**src/rtl/dalms_pkg.sv**
```systemverilog
// Shared DA/LMS datapath definitions: FSM state encoding and default data width.
package dalms_pkg;

    localparam int         DATA_W   = 8;
    localparam logic [1:0] ST_IDLE  = 2'd0;
    localparam logic [1:0] ST_SHIFT = 2'd1;
    localparam logic [1:0] ST_DONE  = 2'd2;

    typedef enum logic [1:0] {
        IDLE  = ST_IDLE,
        SHIFT = ST_SHIFT,
        DONE  = ST_DONE
    } state_t;

endpackage

```
**src/rtl/rotl_seq_unshifter_if.sv**
```systemverilog
// Request/result handshake bundle for the sequential rotate-left unit.
interface rotl_seq_unshifter_if
    import dalms_pkg::*;
#(
    parameter int WIDTH = DATA_W,
    parameter int AMT_W = $clog2(WIDTH)
);

    logic             in_valid;
    logic             in_ready;
    logic [WIDTH-1:0] in_data;
    logic [AMT_W-1:0] in_amt;
    logic             out_valid;
    logic             out_ready;
    logic [WIDTH-1:0] out_data;
    logic             busy;

    modport master (
        output in_valid, in_data, in_amt, out_ready,
        input  in_ready, out_valid, out_data, busy
    );

    modport slave (
        input  in_valid, in_data, in_amt, out_ready,
        output in_ready, out_valid, out_data, busy
    );

endinterface

```
**src/rtl/rotl_seq_unshifter_rotl1_step.sv**
```systemverilog
// Combinational rotate-left by one bit position; no fill, bit count preserved.
module rotl1_step #(
    parameter int WIDTH = 8
) (
    input  logic [WIDTH-1:0] din,
    output logic [WIDTH-1:0] dout
);

    assign dout = {din[WIDTH-2:0], din[WIDTH-1]};

endmodule

```
**src/rtl/rotl_seq_unshifter.sv**
```systemverilog
// Purpose: rotate a word left by amt, one bit per clock (undoes a rotate-right).
// Latency: out_valid rises in_amt edges after the accept edge (amt 0 -> next cycle).
// Backpressure: result held in DONE until out_ready; in_ready only in IDLE, one op in flight.
module rotl_seq_unshifter
    import dalms_pkg::*;
#(
    parameter int WIDTH = DATA_W,
    parameter int AMT_W = $clog2(WIDTH)
) (
    input  logic                 clk,
    input  logic                 rst_n,
    rotl_seq_unshifter_if.slave  bus
);

    state_t           state_q;
    state_t           state_d;
    logic [WIDTH-1:0] data_q;
    logic [WIDTH-1:0] data_rot;
    logic [AMT_W-1:0] cnt_q;
    logic             in_ready;
    logic             out_valid;
    logic             busy;
    logic             accept;

    rotl1_step #(.WIDTH(WIDTH)) u_step (
        .din  (data_q),
        .dout (data_rot)
    );

    assign accept = bus.in_valid && in_ready;

    always_ff @(posedge clk or negedge rst_n) begin
        if (!rst_n) begin
            state_q <= IDLE;
        end else begin
            state_q <= state_d;
        end
    end

    always_comb begin
        state_d   = state_q;
        in_ready  = 1'b0;
        out_valid = 1'b0;
        busy      = 1'b0;
        case (state_q)
            IDLE: begin
                in_ready = 1'b1;
                if (bus.in_valid) begin
                    state_d = (bus.in_amt == '0) ? DONE : SHIFT;
                end
            end
            SHIFT: begin
                busy = 1'b1;
                // the edge that consumes the last count also applies the last rotation
                if (cnt_q == AMT_W'(1)) begin
                    state_d = DONE;
                end
            end
            DONE: begin
                busy      = 1'b1;
                out_valid = 1'b1;
                if (bus.out_ready) begin
                    state_d = IDLE;
                end
            end
            default: begin
                state_d = IDLE;
            end
        endcase
    end

    always_ff @(posedge clk or negedge rst_n) begin
        if (!rst_n) begin
            data_q <= '0;
            cnt_q  <= '0;
        end else if (accept) begin
            data_q <= bus.in_data;
            cnt_q  <= bus.in_amt;
        end else if (state_q == SHIFT) begin
            data_q <= data_rot;
            cnt_q  <= cnt_q - AMT_W'(1);
        end
    end

    assign bus.in_ready  = in_ready;
    assign bus.out_valid = out_valid;
    assign bus.out_data  = data_q;
    assign bus.busy      = busy;

endmodule
```
**src/flat_wrapper.sv**
```systemverilog
// flat-port wrapper written by rule: the top's interface ports become plain ports
module rotl_seq_unshifter_flat import dalms_pkg::*;
#(
    parameter int WIDTH = DATA_W,
    parameter int AMT_W = $clog2(WIDTH)
)
  (clk, rst_n, bus_in_valid, bus_in_data, bus_in_amt, bus_out_ready, bus_in_ready, bus_out_valid, bus_out_data, bus_busy);
  rotl_seq_unshifter_if #(.WIDTH(WIDTH), .AMT_W(AMT_W)) bus_i ();
  input  logic clk;
  input  logic rst_n;
  input wire logic [$bits(bus_i.in_valid)-1:0] bus_in_valid;
  input wire logic [$bits(bus_i.in_data)-1:0] bus_in_data;
  input wire logic [$bits(bus_i.in_amt)-1:0] bus_in_amt;
  input wire logic [$bits(bus_i.out_ready)-1:0] bus_out_ready;
  output wire logic [$bits(bus_i.in_ready)-1:0] bus_in_ready;
  output wire logic [$bits(bus_i.out_valid)-1:0] bus_out_valid;
  output wire logic [$bits(bus_i.out_data)-1:0] bus_out_data;
  output wire logic [$bits(bus_i.busy)-1:0] bus_busy;
  assign bus_i.in_valid = bus_in_valid;
  assign bus_i.in_data = bus_in_data;
  assign bus_i.in_amt = bus_in_amt;
  assign bus_i.out_ready = bus_out_ready;
  assign bus_in_ready = bus_i.in_ready;
  assign bus_out_valid = bus_i.out_valid;
  assign bus_out_data = bus_i.out_data;
  assign bus_busy = bus_i.busy;
  rotl_seq_unshifter #(.WIDTH(WIDTH), .AMT_W(AMT_W)) u_core (.clk(clk), .rst_n(rst_n), .bus(bus_i));
endmodule
```
**config.mk**
```make
export PLATFORM = sky130hd
export DESIGN_NAME = rotl_seq_unshifter_flat
export DESIGN_NICKNAME = d
export VERILOG_FILES = /design/src/rtl/dalms_pkg.sv /design/src/rtl/rotl_seq_unshifter_if.sv /design/src/rtl/rotl_seq_unshifter_rotl1_step.sv /design/src/rtl/rotl_seq_unshifter.sv /design/src/flat_wrapper.sv
export SDC_FILE = /design/constraint.sdc
export NUM_CORES = 1
export LEC_CHECK = 0
export CORE_ASPECT_RATIO = 1.1
export CORE_MARGIN = 1.5
export CORE_UTILIZATION = 43
export CTS_CLUSTER_SIZE = 10
export DETAILED_ROUTE_END_ITERATION = 10
export PLACE_DENSITY = 0.79
export REMOVE_ABC_BUFFERS = 1
export SYNTH_ARGS = -nofsm -noshare
export SYNTH_HDL_FRONTEND = slang
export SYNTH_SLANG_ARGS = --single-unit
```
**constraint.sdc**
```tcl
create_clock -name clk -period 1.56 [get_ports clk]
set_clock_uncertainty 0.2 [all_clocks]
set_input_delay 0.234 -clock clk [delete_from_list [all_inputs] [get_ports clk]]
set_output_delay 0.234 -clock clk [all_outputs]
set_load 0.005 [all_outputs]
```
==> impl_results.md, run 1 <==
* Outcome: complete, no violations
* Arrival time worst endpoint at 1.50 ns
* Sequential Area at 325 um^2
* Share of cells above drive strength 1 at 30.5%
* Die Area at 0.00200 mm^2
* Final cycle utilization of the critical path at 98.8%
* Detailed-routing iteration count for the pre-antenna-repair pass at 4
* Type of element launching the critical path: flip-flop
* Initial standard-cell utilization of the core at 47.0%
* Clock tree from TritonCTS: built
* GPL Wtd Cong at 0.820
* Leakage power figure at 0.545 nW
* Gr ovfl total at 0
* Number of clock sinks at 13
* Number of antenna violations at the first check in global routing at 0
* Number of vias per cell after detailed routing at 5.10
* F_max at 0.649 GHz
* Fraction of synthesized cell area taken by the top area cell type at 43.4%
* Layout fillers at 104
* Count of synthesis-stage warnings from yosys at 0
* Clock buffer count from CTS at 3
* Post-synthesis share of cell area spent on full adders, half adders and majority gates at 8.35%
* Vias in the first global route at 707
* HPWL after detailed placement at 1.23 mm
* Total GRT Usage at 20.1%
* Root buffer cell: clkbuf_4
* Type of the worst setup path: reg -> reg
* Register clock-pin slew on the reported worst setup and hold paths at 0.07 ns
* Power density of the placed cells at 1850 mW/mm^2
* Required time at the endpoint of the critical path at 1.52 ns
* Final total negative setup slack at 0 ns
* Number of synthesized register bits at 13
* Worst voltage drop across the vdd grid at 0.00105 V
* Hold WC Path Type: in -> async
* Critical path capture point type: flip-flop
* Area share of and/or/nand/nor cells after synthesis at 12.5%
* Cell type with the largest total area after synthesis: dfrtp_1
* Setup repair after global routing missed its margin: true
* Number of slew-limit violations in the final report at 0
* Critical-path maximum fanout at 6
* Synth top area cells: dfrtp_1 43%, mux2i_1 11%, ha_1 8.3%
* Cell count after synthesis at 73
* Post-route minimum period at 1.54 ns
* Leading cell types in the layout, fill and taps excluded: 14 x clkdlybuf4s50_1, 14 x buf_4, 13 x nand2_1, 13 x dfrtp_1, 9 x o21ai_1
* Worst-Margin Slew at 0.262 ns
* Main combinational cell family by area after synthesis: compound AO/OA/AOI/OAI gates
* Die boundary height at 46.8 um
* PortBufs at 25
* IO Pins at 26
* Net count of the finished layout at 139
* Synth Area in Compound Gates at 14.0%
* Count of nets left with antenna violations after detail routing at 0
* Wire length of the first global-routing pass at 2.93 mm
* Number of endpoints failing setup at the final stage at 0
* Sequential-to-total area share from yosys stat at 43.4%
* Core region area at 0.00160 mm^2
* PnR Total Power at 2.23 mW
* Post-route DRC at 0
* Endpoints failing hold at 0
* Cell area after synthesis at 749 um^2
* Hold Worst Slack at 0.0556 ns
* Syn Area/Cell at 10.3 um^2
* Maximum capacitance violations at 0
* Number of different library cells in the post-synthesis netlist at 23
* Post-synthesis mux area share at 10.7%
* Clock latency on the worst-skew pair at 0.27 ns
* Row count at 15
* H-tree levels at 1
* Die width at 42.8 um
* Number of design-rule violations left by the first detailed-router iteration at 3
* Routed wirelength normalized by instance count at 13.7 um
* Xor/xnor share of the synthesized area at 2.34%
* P&R area growth vs syn at 60.6%
* Vias after detailed routing at 689
* Detailed-route wire length at 1.85 mm
* Number of antenna repair diodes at 0
* Pin count of the biggest net entering global routing at 14
* Area used by multi-input combinational logic at 409 um^2
* Number of buffers between clock root and the deepest sink at 2
* Worst rel slew slack at 82.5%
area by class of cell:
| class | instances | area share, % |
|---|---|---|
| Clock buffer | 4 | 2.18 |
| Multi-Input combinational cell | 52 | 34.0 |
| Inverter | 4 | 1.25 |
| Timing Repair Buffer | 45 | 33.8 |
| Tap cell | 17 | 1.77 |
| Sequential cell | 13 | 27.0 |
layer usage:
layer | share of wire (%) | track usage [%] | routed length (um) | vias up
met5 | 0 | 0 | 0 | -
met3 | 6.3 | 4.23 | 116 | 7
met4 | 2.4 | 10.6 | 44 | 0
met1 | 40 | 23.4 | 733 | 315
li1 | - | - | - | 338
met2 | 52 | 35.8 | 959 | 29
through the flow:
stage	worst slack (ns)	util (%)	std cells	cell area, um^2
global placement	-0.0151	66.8	122	1070
CTS	-0.0000533	72.4	134	1150
global route	-0.0368	75.5	135	1200
detailed placement	-0.0365	66.8	122	1070
floorplan	-0.0594	-	69	699
finish	0.0192	75.5	135	1200
critical path: stages (launching register included):
cell and delay [ns]:
dfrtp_1 0.40, inv_2 0.08, buf_4 0.12, ha_4 0.16, buf_6 0.13, mux2i_1 0.24, o21ai_1 0.09
flip-flops by register name (all words and copies together) (netlist names):
register and cells:
u_core.bus.out_data 8, u_core.cnt_q 3, u_core.state_q 2
cells in the mapped netlist:
library cell,count
o211ai_1,1
xnor2_1,1
o31ai_1,1
o21ai_1,9
dfrtp_1,13
a21oi_1,1
o21ai_0,3
buf_6,2
mux2i_1,8
nand2b_1,2
ha_1,5
a211oi_1,1
and2_4,1
buf_12,1
o311ai_1,1
a21oi_2,1
buf_4,1
nand2b_4,1
nand2_1,13
nor2b_1,1
inv_1,4
nor2_1,1
xor2_1,1
repair_timing:
| item | CTS | global route |
|---|---|---|
| hold buffers | 0 | 0 |
| pin swaps | 2 | 0 |
| endpoints found under the setup margin | 13 | 11 |
| setup buffers | 8 | 1 |
| gates resized for setup | 25 | 10 |
final timing paths:
path	end	slack, ns	depth (start not counted)	start
max	u_core.bus.out_data[6]	0.02	6	u_core.state_q[1]
min	u_core.bus.out_data[6]	0.06	2	rst_n
max reg2reg	u_core.bus.out_data[6]	0.02	6	u_core.state_q[1]
min reg2reg	u_core.cnt_q[1]	0.36	2	u_core.cnt_q[1]
max in group asynchronous	u_core.state_q[1]	0.94	2	rst_n
min in group clk	u_core.bus.out_data[7]	0.30	3	bus_in_data[7]
where the power goes:
group | internal (mW) | total (mW) | switching (mW)
clock | 0.0991 | 0.202 | 0.103
sequential | 0.506 | 0.609 | 0.102
combinational | 0.808 | 1.41 | 0.606
cells by family after synthesis:
| kind of cell | count (synthesis) |
|---|---|
| buf+inv | 8 |
| compound gates | 18 |
| xor+xnor | 2 |
| simple gates | 19 |
| fa+ha+maj | 5 |
| mux | 8 |
| flops | 13 |
No activity file was read; power rests on OpenSTA's default activity.
==> inputs of run 2 (changes only) <==
--- a/config.mk
+++ b/config.mk
@@ -6,7 +6,7 @@
 export NUM_CORES = 1
 export LEC_CHECK = 0
 export CORE_ASPECT_RATIO = 1.1
-export CORE_MARGIN = 1.5
+export CORE_MARGIN = 3
 export CORE_UTILIZATION = 43
 export CTS_CLUSTER_SIZE = 10
 export DETAILED_ROUTE_END_ITERATION = 10
==> run 2 against run 1 <==
Effect of this change: die area grew 14%; largest power group unchanged; count of clock-buffer cells in the layout did not move; critical endpoint is now bus_out_valid; worst hold slack better by 0.0040 ns; sequential cell count did not move.
==> impl_results.md, run 2 (synthesized netlist as in run 1, its figures left out) <==
* Worst-Margin Slew at 0.233 ns (was 0.262 ns)
* Placed Instances at 123 (was 122)
* Detailed-routing iteration count for the pre-antenna-repair pass at 4 (unchanged)
* Number of clock sinks at 13 (unchanged)
* Endpoints failing hold at 0 (unchanged)
* Number of standard cells in the final layout excluding fillers at 135 (unchanged)
* Final cycle utilization of the critical path at 97.4% (was 98.8%)
* Wire length of the first global-routing pass at 2.84 mm (was 2.93 mm)
* Number of vias per cell after detailed routing at 5.07 (was 5.10)
* Hold WC Path Type: in -> async (unchanged)
* Initial standard-cell utilization of the core at 46.4% (was 47.0%)
* Share of cells above drive strength 1 at 30.5% (unchanged)
* Row count at 15 (unchanged)
* Final total negative setup slack at 0 ns (unchanged)
* Core region area at 0.00161 mm^2 (was 0.00160 mm^2)
* Critical-path maximum fanout at 2 (was 6)
* Outcome: complete, no violations (unchanged)
* Gr busiest metal: met2 (unchanged)
* Utilization of the core after routing at 74.3% (was 75.5%)
* Total GRT Usage at 16.7% (was 20.1%)
* Slack of the critical path at 0.0408 ns (was 0.0192 ns)
* Number of design-rule violations left by the first detailed-router iteration at 15 (was 3)
* Die width at 45.8 um (was 42.8 um)
* Net count of the finished layout at 139 (unchanged)
* F_max at 0.658 GHz (was 0.649 GHz)
* Met3 Usage GRT at 2.55% (was 4.23%)
* Clock latency on the worst-skew pair at 0.27 ns (about the same)
* Power density of the placed cells at 1850 mW/mm^2 (about the same)
* Most common cell after layout, fill and taps aside: buf_4
* GPL Wtd Cong at 0.742 (was 0.820)
* Die Area at 0.00228 mm^2 (was 0.00200 mm^2)
* Worst rel slew slack at 84.4% (was 82.5%)
* Clock buffer count from CTS at 3 (unchanged)
* PortBufs at 25 (unchanged)
* Type of element launching the critical path: flip-flop (unchanged)
* IO Pins at 26 (unchanged)
* Cell class contributing the biggest share of worst-path delay: flip-flops (unchanged)
* Setup repair after global routing missed its margin: true (unchanged)
* Number of flip-flops in the largest register at 8 (unchanged)
* Cell chain of the critical path: buf_4, ha_2, buf_2 (was inv_2, buf_4, ha_4, buf_6, mux2i_1, o21ai_1)
* Detailed-route wire length at 1.73 mm (was 1.85 mm)
* Leakage power figure at 0.551 nW (was 0.545 nW)
* Post-route minimum period at 1.52 ns (was 1.54 ns)
* Global Route met2 Usage at 28.6% (was 35.8%)
* Number of slew-limit violations in the final report at 0 (unchanged)
* Number of antenna repair diodes at 0 (unchanged)
* Routed wirelength normalized by instance count at 12.8 um (was 13.7 um)
* Worst voltage drop across the vdd grid at 0.00104 V (was 0.00105 V)
* Vias in the first global route at 686 (was 707)
* Vias after detailed routing at 685 (was 689)
* Die boundary height at 49.8 um (was 46.8 um)
* Register clock-pin slew on the reported worst setup and hold paths at 0.08 ns (was 0.07 ns)
* Number of buffers between clock root and the deepest sink at 2 (unchanged)
* Pin count of the biggest net entering global routing at 14 (unchanged)
* Buf+Inv Stages, Crit Path at 2 (was 3)
* Area used by multi-input combinational logic at 409 um^2 (unchanged)
* Peak per-stage delay on the critical path at 0.39 ns (was 0.40 ns)
* H-tree levels at 1 (unchanged)
* Number of endpoints failing setup at the final stage at 0 (unchanged)
* HPWL after detailed placement at 1.25 mm (was 1.23 mm)
* P&R area growth vs syn at 59.9% (was 60.6%)
* Critical path capture point type: primary output (was flip-flop)
* Sequential Area at 325 um^2 (unchanged)
* Count of nets left with antenna violations after detail routing at 0 (unchanged)
* Root buffer cell: clkbuf_4 (unchanged)
* Type of the worst setup path: reg -> out (was reg -> reg)
* Maximum capacitance violations at 0 (unchanged)
* Hold Worst Slack at 0.0596 ns (was 0.0556 ns)
* Leading cell types in the layout, fill and taps excluded: 18 x buf_4, 14 x clkdlybuf4s50_1, 13 x nand2_1, 13 x dfrtp_1, 10 x o21ai_1 (was 14 x clkdlybuf4s50_1, 14 x buf_4, 13 x nand2_1, 13 x dfrtp_1, 9 x o21ai_1)
* Layout fillers at 124 (was 104)
* Global routing met1 resource utilization at 20.5% (was 23.4%)
* Setup slack after placement at -0.0500 ns (was -0.0365 ns)
* Gr ovfl total at 0 (unchanged)
* Clock tree from TritonCTS: built (unchanged)
* Arrival time worst endpoint at 1.09 ns (was 1.50 ns)
* Cell with the largest stage delay on the worst path: dfrtp_1 (unchanged)
* Number of antenna violations at the first check in global routing at 0 (unchanged)
* Required time at the endpoint of the critical path at 1.13 ns (was 1.52 ns)
* Post-cts hold buffer count at 0 (unchanged)
* Post-route DRC at 0 (unchanged)
run 2: changes by cell type in the layout (fill, tap and decap cells not counted), sizes merged:
cell / before / now
dlygate4sd2: 8 / 7
dlymetal6s2s: 0 / 1
run 2: worst reg2reg max path: stages, from the launching register on:
cell,delay [ns]
dfrtp_1,0.39
buf_4,0.14
ha_2,0.16
nor2b_4,0.13
a21oi_4,0.14
nand2b_1,0.12
o211ai_1,0.08
run 2: final timing paths:
| kind | slack, ns | endpoint | cells past startpoint | startpoint |
|---|---|---|---|---|
| min in group clk | 0.30 | u_core.bus.out_data[0] | 3 | bus_in_data[0] |
| max | 0.04 | bus_out_valid | 3 | u_core.state_q[1] |
| min | 0.06 | u_core.bus.out_data[7] | 2 | rst_n |
| min reg2reg | 0.37 | u_core.cnt_q[1] | 2 | u_core.cnt_q[1] |
| max in group asynchronous | 0.93 | u_core.bus.out_data[2] | 2 | rst_n |
| max reg2reg | 0.06 | u_core.state_q[0] | 6 | u_core.state_q[1] |
run 2: timing repair:
action	4_1_cts	5_1_grt
pin swaps	0	0
setup buffers	7	1
gates resized for setup	26	7
gates cloned	0	0
endpoints found under the setup margin	14	11
endpoints found under the hold margin	0	0
run 2: final cells by class:
type	count	area share [%]
multi-input combinational	52	34.1
tap	17	1.77
inverter	4	1.25
clock buffer	4	2.19
sequential	13	27.1
timing repair buffer	45	33.5
run 2: report_power, final:
| group | internal [mW] | total, mW | leakage [nW] | switching, mW |
|---|---|---|---|---|
| registers | 0.506 | 0.611 | 0.160 | 0.105 |
| clock network | 0.0989 | 0.203 | 0.0150 | 0.104 |
| logic | 0.825 | 1.40 | 0.376 | 0.579 |
run 2: per-layer routing:
| layer | share of wire [%] | wire (um) |
|---|---|---|
| met5 | 0 | 0 |
| met3 | 5.7 | 99 |
| met2 | 51 | 877 |
| met4 | 0 | 0 |
| met1 | 43 | 749 |
run 2: through the flow:
| stage | total power [mW] | area, um^2 |
|---|---|---|
| 2_1_floorplan | 1.19 | 699 |
| 3_5_place_dp | 1.86 | 1070 |
| 4_1_cts | 2.15 | 1160 |
| 6_report | 2.22 | 1200 |
| 3_3_place_gp | 1.81 | 1070 |
| 5_1_grt | 2.40 | 1200 |
